==> src/rtl/nlp_uart_tx.sv <==
// ---------------------------------------------------------------------------
// nlp_uart_tx
// Memory-mapped UART transmitter with a small TX FIFO. It occupies a
// 2-word register window on the core bus.
//   BASE_ADDR+0  DATA   : write pushes wdata[7:0] into the FIFO; reads 0
//   BASE_ADDR+1  STATUS : [0] full [1] empty [2] busy [3] overflow
//                         [8:4] count; write with bit 3 set clears overflow
//
// Ports
//   i_clk      single clock, rising edge
//   i_rst      asynchronous active-high reset
//   i_wr/i_rd  core write / read strobes
//   i_address  core address
//   i_wdata    core write data
//   o_rdata    read data (0 unless a STATUS read is in progress)
//   o_sel      high when i_address hits the register window
//   o_txd      serial output, registered, idle high
//   o_irq      one-cycle pulse when the last queued frame finishes
// ---------------------------------------------------------------------------
module nlp_uart_tx #(
  parameter logic [15:0] BASE_ADDR  = 16'hFF00,
  parameter int          CLK_DIV    = 434,
  parameter int          FIFO_DEPTH = 8
) (
  input  logic        i_clk,
  input  logic        i_rst,
  input  logic        i_wr,
  input  logic        i_rd,
  input  logic [15:0] i_address,
  input  logic [15:0] i_wdata,
  output logic [15:0] o_rdata,
  output logic        o_sel,
  output logic        o_txd,
  output logic        o_irq
);

  localparam int          PW        = $clog2(FIFO_DEPTH);
  localparam logic [15:0] STAT_ADDR = BASE_ADDR + 16'd1;
  localparam logic [15:0] DIV_LAST  = 16'(CLK_DIV - 1);
  localparam logic [4:0]  DEPTH_C   = 5'(FIFO_DEPTH);

  typedef enum logic [1:0] {
    S_IDLE  = 2'd0,
    S_START = 2'd1,
    S_DATA  = 2'd2,
    S_STOP  = 2'd3
  } state_t;

  // -------------------------------------------------------------------------
  // Address decode and bus side
  // -------------------------------------------------------------------------
  logic sel_data;
  logic sel_status;
  logic push_req;
  logic push_ok;
  logic pop;
  logic ovf_set;
  logic ovf_clr;

  assign sel_data   = (i_address == BASE_ADDR);
  assign sel_status = (i_address == STAT_ADDR);
  assign o_sel      = sel_data | sel_status;

  // Upper data byte is never used by the FIFO.
  logic unused_wdata_hi;
  assign unused_wdata_hi = ^i_wdata[15:8];

  // -------------------------------------------------------------------------
  // FIFO
  // -------------------------------------------------------------------------
  logic [7:0]    mem [FIFO_DEPTH];
  logic [PW-1:0] wr_ptr_reg, wr_ptr_next;
  logic [PW-1:0] rd_ptr_reg, rd_ptr_next;
  logic [4:0]    count_reg, count_next;
  logic          ovf_reg, ovf_next;
  logic          fifo_full;
  logic          fifo_empty;
  logic [7:0]    head;

  assign fifo_full  = (count_reg == DEPTH_C);
  assign fifo_empty = (count_reg == 5'd0);
  assign head       = mem[rd_ptr_reg];

  // A push into a full FIFO still succeeds when the transmitter frees a slot
  // on the same edge.
  assign push_req = i_wr & sel_data;
  assign push_ok  = push_req & (~fifo_full | pop);
  assign ovf_set  = push_req & ~push_ok;
  assign ovf_clr  = i_wr & sel_status & i_wdata[3];

  always_ff @(posedge i_clk) begin
    if (push_ok) begin
      mem[wr_ptr_reg] <= i_wdata[7:0];
    end
  end

  // Pointer width equals log2(depth), so increments wrap naturally.
  always_comb begin
    wr_ptr_next = wr_ptr_reg;
    rd_ptr_next = rd_ptr_reg;
    count_next  = count_reg;
    if (push_ok) begin
      wr_ptr_next = wr_ptr_reg + 1'b1;
    end
    if (pop) begin
      rd_ptr_next = rd_ptr_reg + 1'b1;
    end
    case ({push_ok, pop})
      2'b10:   count_next = count_reg + 5'd1;
      2'b01:   count_next = count_reg - 5'd1;
      default: count_next = count_reg;
    endcase
    // A rejected push on the same edge as a clear leaves the flag set.
    if (ovf_set) begin
      ovf_next = 1'b1;
    end else if (ovf_clr) begin
      ovf_next = 1'b0;
    end else begin
      ovf_next = ovf_reg;
    end
  end

  // -------------------------------------------------------------------------
  // Transmit FSM
  // -------------------------------------------------------------------------
  state_t      state_reg, state_next;
  logic [15:0] timer_reg, timer_next;
  logic [2:0]  idx_reg, idx_next;
  logic [7:0]  shift_reg, shift_next;
  logic        txd_reg, txd_next;
  logic        irq_reg, irq_next;
  logic        bit_end;
  logic        busy;

  assign bit_end = (timer_reg == DIV_LAST);
  assign busy    = (state_reg != S_IDLE);

  always_comb begin
    state_next = state_reg;
    timer_next = timer_reg;
    idx_next   = idx_reg;
    shift_next = shift_reg;
    txd_next   = txd_reg;
    irq_next   = 1'b0;
    pop        = 1'b0;

    case (state_reg)
      S_IDLE: begin
        txd_next = 1'b1;
        if (!fifo_empty) begin
          pop        = 1'b1;
          shift_next = head;
          timer_next = 16'd0;
          txd_next   = 1'b0;
          state_next = S_START;
        end
      end

      S_START: begin
        if (bit_end) begin
          timer_next = 16'd0;
          idx_next   = 3'd0;
          txd_next   = shift_reg[0];
          state_next = S_DATA;
        end else begin
          timer_next = timer_reg + 16'd1;
        end
      end

      S_DATA: begin
        if (bit_end) begin
          timer_next = 16'd0;
          if (idx_reg == 3'd7) begin
            txd_next   = 1'b1;
            state_next = S_STOP;
          end else begin
            // The bit currently on the line is shift_reg[0]; the next one
            // is shift_reg[1], which becomes bit 0 after the shift.
            idx_next   = idx_reg + 3'd1;
            shift_next = {1'b0, shift_reg[7:1]};
            txd_next   = shift_reg[1];
          end
        end else begin
          timer_next = timer_reg + 16'd1;
        end
      end

      S_STOP: begin
        if (bit_end) begin
          timer_next = 16'd0;
          if (!fifo_empty) begin
            // Chain straight into the next start bit, no idle gap.
            pop        = 1'b1;
            shift_next = head;
            txd_next   = 1'b0;
            state_next = S_START;
          end else begin
            txd_next   = 1'b1;
            irq_next   = 1'b1;
            state_next = S_IDLE;
          end
        end else begin
          timer_next = timer_reg + 16'd1;
        end
      end

      default: begin
        state_next = S_IDLE;
        txd_next   = 1'b1;
      end
    endcase
  end

  always_ff @(posedge i_clk or posedge i_rst) begin
    if (i_rst) begin
      state_reg  <= S_IDLE;
      timer_reg  <= 16'd0;
      idx_reg    <= 3'd0;
      shift_reg  <= 8'd0;
      txd_reg    <= 1'b1;
      irq_reg    <= 1'b0;
      wr_ptr_reg <= '0;
      rd_ptr_reg <= '0;
      count_reg  <= 5'd0;
      ovf_reg    <= 1'b0;
    end else begin
      state_reg  <= state_next;
      timer_reg  <= timer_next;
      idx_reg    <= idx_next;
      shift_reg  <= shift_next;
      txd_reg    <= txd_next;
      irq_reg    <= irq_next;
      wr_ptr_reg <= wr_ptr_next;
      rd_ptr_reg <= rd_ptr_next;
      count_reg  <= count_next;
      ovf_reg    <= ovf_next;
    end
  end

  assign o_txd = txd_reg;
  assign o_irq = irq_reg;

  // -------------------------------------------------------------------------
  // Read data: only STATUS returns anything; reads have no side effects.
  // -------------------------------------------------------------------------
  logic [15:0] status;
  assign status  = {7'd0, count_reg, ovf_reg, busy, fifo_empty, fifo_full};
  assign o_rdata = (i_rd && sel_status) ? status : 16'h0000;

endmodule
==> config.mk <==
export PLATFORM = sky130hd
export DESIGN_NAME = nlp_uart_tx
export DESIGN_NICKNAME = d
export VERILOG_FILES = /design/src/rtl/nlp_uart_tx.sv
export SDC_FILE = /design/constraint.sdc
export NUM_CORES = 1
export LEC_CHECK = 0
export CORE_MARGIN = 4
export CORE_UTILIZATION = 40
export CTS_CLUSTER_SIZE = 10
export DETAILED_ROUTE_END_ITERATION = 6
export HOLD_SLACK_MARGIN = 0.02
export SLEW_MARGIN = 10
export SYNTH_ARGS = -nofsm -noshare
export SYNTH_HDL_FRONTEND = slang
export SYNTH_SLANG_ARGS = --single-unit
==> constraint.sdc <==
create_clock -name i_clk -period 9.67 [get_ports i_clk]
set_input_delay 1.4505 -clock i_clk [delete_from_list [all_inputs] [get_ports i_clk]]
set_output_delay 1.4505 -clock i_clk [all_outputs]
set_load 0.005 [all_outputs]
# After elaboration in Yosys (flattened, before gate mapping)
# Memory sizes are Yosys's and may differ from the RTL's.
# Index checks and enable logic that the tools add are counted.
[op_classes]
n_addsub = 6
eq_ne = 16
muxes = 36
bitwise_logic = 9
reduce_logical = 13
[ops]
columns = ["cell", "count"]
rows = [
  ["$eq A16 B16 Y1 const B", 2],
  ["$mux W16", 2],
  ["$mux W8", 4],
  ["$pmux W16 S2", 1],
  ["$pmux W8 S3", 1],
  ["$add A16 B1 Y16 const B", 1],
  ["$eq A16 B9 Y1 const B", 1],
  ["$mux W1", 14],
  ["$ne A2 B2 Y1 const B", 6],
  ["$mux W2", 5],
  ["$pmux W5 S2", 1],
  ["$add A3 B1 Y3 const B", 3],
  ["$mux W3", 3],
  ["$mux W9", 1],
  ["$pmux W2 S4", 1],
  ["$reduce_and A4 Y1", 2],
  ["$reduce_bool A2 Y1", 4],
  ["$eq A2 B2 Y1 const B", 3],
  ["$pmux W3 S2", 1],
  ["$add A5 B1 Y5 const B", 1],
  ["$and A1 B1 Y1", 5],
  ["$eq A5 B4 Y1 const B", 1],
  ["$logic_not A5 Y1", 1],
  ["$reduce_and A5 Y1", 1],
  ["12 further kinds", 15],
]
[totals]
reg_bits = 43
mem_bits_rw = 64
inputBits = 36
output_inout_bits = 19
elab_cells = 91
n_memories = 1
[mem_list]
columns = ["name", "depth", "width", "read_ports", "rd_ports_with_merged_regs", "wr", "line_no", "source"]
rows = [
  ["mem", 8, 8, 1, 0, 1, "71", "logic [7:0] mem [FIFO_DEPTH];"],
]

# Longest topological paths before layout
# Gate-level depths: netlist of run 1.
[depth]
ltp_word = 9
ltp_mapped = 16
ltp_nobuf = 15

# Worst setup path before layout of run 1
# No wires, ideal clock.
[synth_timing]
kind = "input port to flip-flop"
startpoint = "input i_address[4]"
endpoint = "register count_reg[4]"
setup_time_ps = 123
arrival_ps = 4756
required_time_ps = 9547
setup_slack_ps = 4791
stages = 13
n_path_buf = 1
path_cell_list = "or4b_2 -> nor4_1 -> nand2_1 -> nor3_1 -> buf_2 -> inv_1 -> ha_1 -> ha_1 -> nor2b_1 -> o21ai_0 -> a21oi_1 -> or3b_2 -> xnor2_1"
[synth_via]
elab_chain_len = 5
elab_cells_between_ends = 7
cone_classes = "3 x eq/ne; 1 x mux; 2 x bitwise; 1 x reduce/logical"
[synth_rtl]
columns = ["element", "line_no", "source"]
rows = [
  ["from (decl)", "29", "input logic [15:0] i_address,"],
  ["$eq A16 B16 Y1 (*)", "60", "assign sel_data = (i_address == BASE_ADDR);"],
  ["$and A1 B1 Y1 (*)", "86", "assign push_req = i_wr & sel_data;"],
  ["$and A1 B1 Y1 (*)", "87", "assign push_ok = push_req & (~fifo_full | pop);"],
  ["$eq A2 B1 Y1 or $eq A2 B2 Y1 (tied branches)", "108", "case ({push_ok, pop})"],
  ["$pmux W5 S2 or $reduce_bool A2 Y1 (tied branches)", "--", ""],
  ["to (signal assigned)", "235", "count_reg <= count_next;"],
  ["to (decl)", "74", "logic [4:0] count_reg, count_next;"],
]
# Mark *: on every way between the ends. The rest lies on a longest branch, timed or not.
# A chain may end at the register's enable or synchronous reset.

# Worst setup path in the final report of run 1
[layout_timing]
startpoint = "input i_address[4]"
endpoint = "output o_rdata[0]"
[layout_via]
elab_chain_len = 3
[layout_rtl]
columns = ["element", "line_no", "source"]
rows = [
  ["$eq A16 B16 Y1", "61", "assign sel_status = (i_address == STAT_ADDR);"],
  ["$logic_and A1 B1 Y1", "248", "assign o_rdata = (i_rd && sel_status) ? status : 16'h0000;"],
  ["$mux W9", "248", ""],
  ["to (decl)", "31", "output logic [15:0] o_rdata,"],
]
# Every way passes these cells.

==> results.txt, run 1 <==
total gr overflow -> 0
share of post-route cells with drive strength above 1 -> 11.8%
Max-cap violations -> 0
Pre-antenna DRT Iters -> 4
number of nets still failing antenna checks after routing -> 0
Slew Viols, Final -> 0
sum of negative setup slack -> 0 ps
TritonCTS clock tree -> built
clk buf depth -> 2
gp weighted congestion -> 0.762
critical path type -> in2out
number of nets in the finished design -> 495
post-synthesis cell area -> 5110 µm²
result of the run -> complete, no violations
endpoint type of the worst setup path -> output port
total power after layout -> 0.00147 W
RSZ-0062 raised after global routing -> false
WL final -> 10100 µm
Initial Utilization -> 40.7%
topmost layer with routed signal wires -> met4
post-route fraction of the period consumed by the critical path -> 58.4%
all-layer global routing usage -> 14.9%
total via count after detailed routing -> 3313
number of endpoints with negative hold slack in the final report -> 0
Max Fanout on Critical Path -> 9
Max-slew headroom -> 33.8%
vertical die dimension -> 121 µm
Die W -> 121 µm
via count of the first global-routing pass -> 3332
CTS Root Buffer Type -> clkbuf_16
area share of the leading cell type in the synthesized netlist -> 37.6%
Post-synth EDFFs -> 64
Layout area overhead -> 16.4%
CP Launch Type -> input port
global-route wire length before repair -> 17000 µm
worst skew pair latency -> 350 ps
worst min-delay path category -> reg2reg
Avg Vias per Cell -> 5.34
part of the Yosys area used for sequential elements -> 58.7%
total power density per cell area -> 247 nW/µm²
Core Box Area -> 12600 µm²
Worst Setup Slack post-DPL -> 3760 ps
Peak Freq -> 177 MHz
worst vdd ir -> 0.130 mV
maximum number of pins on one net before global-route repair -> 44
Worst-path clk slew -> 70 ps
ports placed on the boundary -> 55
utilization after layout -> 47.3%
flop and latch count out of synthesis -> 107
wire per inst -> 16.3 µm
remaining design rule violation count -> 0
site row count -> 41
leading cell type in the layout, fill and taps excluded -> edfxtp_1
number of setup buffers added after CTS -> 0
critical path arrival -> 4200 ps
area of the die -> 14600 µm²
# H-tree levels -> 3
post-route worst setup slack -> 4020 ps
# setup viols final -> 0
largest clock skew in the final design -> 14.0 ps
max FFs per register -> 64
Mapped Cells -> 406
top area cells in the synthesized netlist -> edfxtp_1, dfrtp_1, mux2_2
warnings from Yosys -> 0
met1 wire length -> 4850 µm
Main synth FF type -> edfxtp_1
routed wire length on met3 -> 410 µm
crit path time final -> 5650 ps
async set-or-reset flop fraction in the synthesized netlist -> 40.2%
clock buffers created by TritonCTS -> 9
total number of clock tree sinks -> 107
number of violations reported at the end of detailed-routing iteration 0 -> 303
mean area per synthesized cell -> 12.6 µm²
quantity of gates resized following cts -> 0
diode count -> 0
Yosys top cell by area -> edfxtp_1
commonest non-fill, non-tap cells in the layout -> edfxtp_1, dfrtp_1, clkdlybuf4s50_1, nand2_1, o21ai_0
leakage dissipation -> 2.23 nW
routed wl met2 -> 4770 µm
Hold Buf Count CTS -> 0
number of distinct library cells after synthesis -> 63
number of buffers added on ports -> 39
data required time of the critical path -> 8220 ps
number of antenna violations at the first check in global routing -> 0
final HPWL from detailed placement -> 7030 µm
actual slew at the worst max-slew pin -> 986 ps
cell usage after synthesis, types with 7 or more instances:
cell       n
nand2_1   31
ha_1      15
nand3b_1   8
nor2_1    15
a21oi_1    9
inv_1     14
nand3_1   10
clkbuf_1  12
o221ai_1   7
dfrtp_1   42
and2_1     9
edfxtp_1  64
o21ai_0   30
a31oi_1   10
buf_4      7
mux2i_1   13
mux2_2    17
a22oi_1    8
kinds of logic after synthesis:
kind of cell / Yosys count / synth area share (%)
mux: 34 / 8.06
fa+ha+maj: 16 / 4.06
buf+inv: 36 / 3.21
other cells: 1 / 0.0734
compound gates: 87 / 11.6
xor+xnor: 8 / 1.37
flops: 107 / 58.7
simple gates: 117 / 12.9
worst paths after layout:
kind                               from      endpoint  slack, ps  cells after the start
max in group asynchronous         i_rst    idx_reg[0]       7470                      2
min                        count_reg[4]  count_reg[4]        490                      1
min reg2reg                count_reg[4]  count_reg[4]        490                      1
min in group asynchronous         i_rst  count_reg[3]       1630                      2
max reg2reg                timer_reg[1]  count_reg[4]       4840                     14
max                        i_address[4]    o_rdata[0]       4020                      6
report_power, final:
group	leakage [nW]	internal, W	switching, W	total, W
Clock	0.138	0.000181	0.000173	0.000354
Combinational	0.964	0.000233	0.000286	0.000519
Sequential	1.13	0.000538	0.0000552	0.000593
Total	2.23	0.000952	0.000515	0.00147
critical path, stage by stage:
cell and delay, ps:
clkdlybuf4s50_1 390, or4b_2 660, nor4_1 600, and3_1 410, and3_1 200, clkdlybuf4s50_1 500
area by class of cell:
cell class | instances | area (µm²)
clock buffer | 10 | 229
timing repair buffer | 42 | 413
fill | 1121 | 6620
multi-input combinational | 269 | 1980
sequential | 107 | 3000
clock inverter | 6 | 61.3
inverter | 14 | 52.6
tap | 172 | 215
through the flow:
step / hold slack [ps] / instances / instance area [µm²]
final: 492 / 620 / 5950
after global routing: 530 / 620 / 5950
after CTS: 498 / 620 / 5950
after detailed placement: 482 / 604 / 5660
after global placement: 484 / 604 / 5660
after floorplan: 459 / 412 / 5130
per-layer routing:
| layer | GRT usage (%) | vias up |
|---|---|---|
| li1 | - | 1606 |
| met1 | 20.6 | 1640 |
| met2 | 22.9 | 59 |
| met3 | 4.10 | 8 |
| met4 | 4.82 | 0 |
| met5 | 0 | - |
(Power assumes the default switching activity.)
==> run 2, diff against run 1 <==
- clock period: 9.67 -> 5.75 ns (I/O delays scaled with it)
==> results.txt, run 2 (same netlist as run 1, synthesis figures left out) <==
result of the run -> complete, no violations
max FFs per register -> 64
number of antenna violations at the first check in global routing -> 0
worst skew pair latency -> 350 ps
actual slew at the worst max-slew pin -> 905 ps
diode count -> 0
filler cell count -> 1126
WP buf/inv -> 2
Die W -> 121 µm
total power density per cell area -> 418 nW/µm²
area of the die -> 14600 µm²
number of setup buffers added after CTS -> 0
clk buf depth -> 2
global-route wire length before repair -> 16800 µm
wire per inst -> 16.6 µm
area taken by multi-input logic gates -> 1980 µm²
worst min-delay path category -> reg2reg
number of violations reported at the end of detailed-routing iteration 0 -> 253
CTS Root Buffer Type -> clkbuf_16
Slew Viols, Final -> 0
Max-cap violations -> 0
site row count -> 41
TritonCTS clock tree -> built
register area -> 3000 µm²
critical path arrival -> 3660 ps
total number of clock tree sinks -> 107
leading cell type in the layout, fill and taps excluded -> edfxtp_1
cell with the largest stage delay on the worst path -> or4b_2
post-route worst setup slack -> 1220 ps
# H-tree levels -> 3
critical path type -> in2out
number of nets in the finished design -> 496
endpoint type of the worst setup path -> output port
Worst-path clk slew -> 70 ps
gp weighted congestion -> 0.783
remaining design rule violation count -> 0
worst vdd ir -> 0.177 mV
sum of negative setup slack -> 0 ps
Pre-antenna DRT Iters -> 4
total power after layout -> 0.00249 W
data required time of the critical path -> 4890 ps
Core Box Area -> 12600 µm²
ports placed on the boundary -> 55
Avg Vias per Cell -> 5.38
WL final -> 10300 µm
Max-slew headroom -> 39.6%
Layout area overhead -> 16.6%
via count of the first global-routing pass -> 3326
Hold Buf Count CTS -> 0
number of endpoints with negative hold slack in the final report -> 0
Max Fanout on Critical Path -> 9
total gr overflow -> 0
final HPWL from detailed placement -> 7060 µm
largest clock skew in the final design -> 9.08 ps
leakage dissipation -> 2.24 nW
total via count after detailed routing -> 3344
quantity of gates resized following cts -> 0
post-route fraction of the period consumed by the critical path -> 78.7%
clock buffers created by TritonCTS -> 9
Peak Freq -> 221 MHz
maximum number of pins on one net before global-route repair -> 44
RSZ-0062 raised after global routing -> false
# setup viols final -> 0
CP Launch Type -> input port
crit path time final -> 4530 ps
vertical die dimension -> 121 µm
number of buffers added on ports -> 39
delay-heaviest family, CP -> simple AND/OR/NAND/NOR gates
number of nets still failing antenna checks after routing -> 0
Initial Utilization -> 40.7%
commonest non-fill, non-tap cells in the layout -> edfxtp_1, dfrtp_1, clkdlybuf4s50_1, nand2_1, o21ai_0
Worst Setup Slack post-DPL -> 902 ps
share of post-route cells with drive strength above 1 -> 12.0%
cells along the critical path -> clkdlybuf4s50_1 -> or4b_2 -> nor4_1 -> and3_1 -> and3_1 -> clkdlybuf4s50_1
largest stage delay on the critical path -> 660 ps
all-layer global routing usage -> 14.7%
[run 2: worst register-to-register path, stage by stage, from the launching register on]
cell and delay [ps]:
dfrtp_1 420, inv_1 90, ha_1 130, or4b_1 530, nor4_1 600, a31oi_1 300, nor3_1 230, buf_4 190
inv_1 50, ha_1 240, ha_1 330, nor2b_1 140, o21ai_0 210, a21oi_1 100, or3b_2 450, xnor2_1 130
[run 2: layout make-up]
type | instances | share of cell area (%)
well taps | 172 | 3.61
multi-input cells | 269 | 33.2
clock inverters | 6 | 1.11
flip-flops and latches | 107 | 50.3
clock buffers | 10 | 3.84
repair buffers | 43 | 7.05
inverters | 14 | 0.882
[run 2: worst paths after layout]
check / startpoint / endpoint / slack (ps) / cells past startpoint
max: i_address[4] / o_rdata[0] / 1220 / 6
max in group asynchronous: i_rst / shift_reg[4] / 4160 / 2
max reg2reg: timer_reg[1] / count_reg[4] / 1480 / 15
min: shift_reg[7] / shift_reg[7] / 500 / 1
min in group asynchronous: i_rst / timer_reg[15] / 1020 / 2
min reg2reg: shift_reg[7] / shift_reg[7] / 500 / 1
[run 2: where the power goes]
part / internal, W / switching, W
Combinational: 0.000391 / 0.000483
Clock: 0.000309 / 0.000310
Sequential: 0.000904 / 0.0000926
[run 2: per-stage QoR]
stage / std cells / instance area [µm²] / util, % / hold slack (ps)
after floorplan: 412 / 5130 / - / 459
after global placement: 605 / 5660 / 45.1 / 482
after detailed placement: 605 / 5660 / 45.1 / 482
after CTS: 621 / 5960 / 47.4 / 498
after global routing: 621 / 5960 / 47.4 / 515
final: 621 / 5960 / 47.4 / 495
[run 2: routing by layer]
layer | routed length, µm | up-vias | track usage (%)
met4 | 125 | 0 | 4.75
met1 | 4950 | 1652 | 20.0
li1 | - | 1609 | -
met2 | 4830 | 74 | 22.9
met3 | 395 | 9 | 3.78
met5 | 0 | - | 0
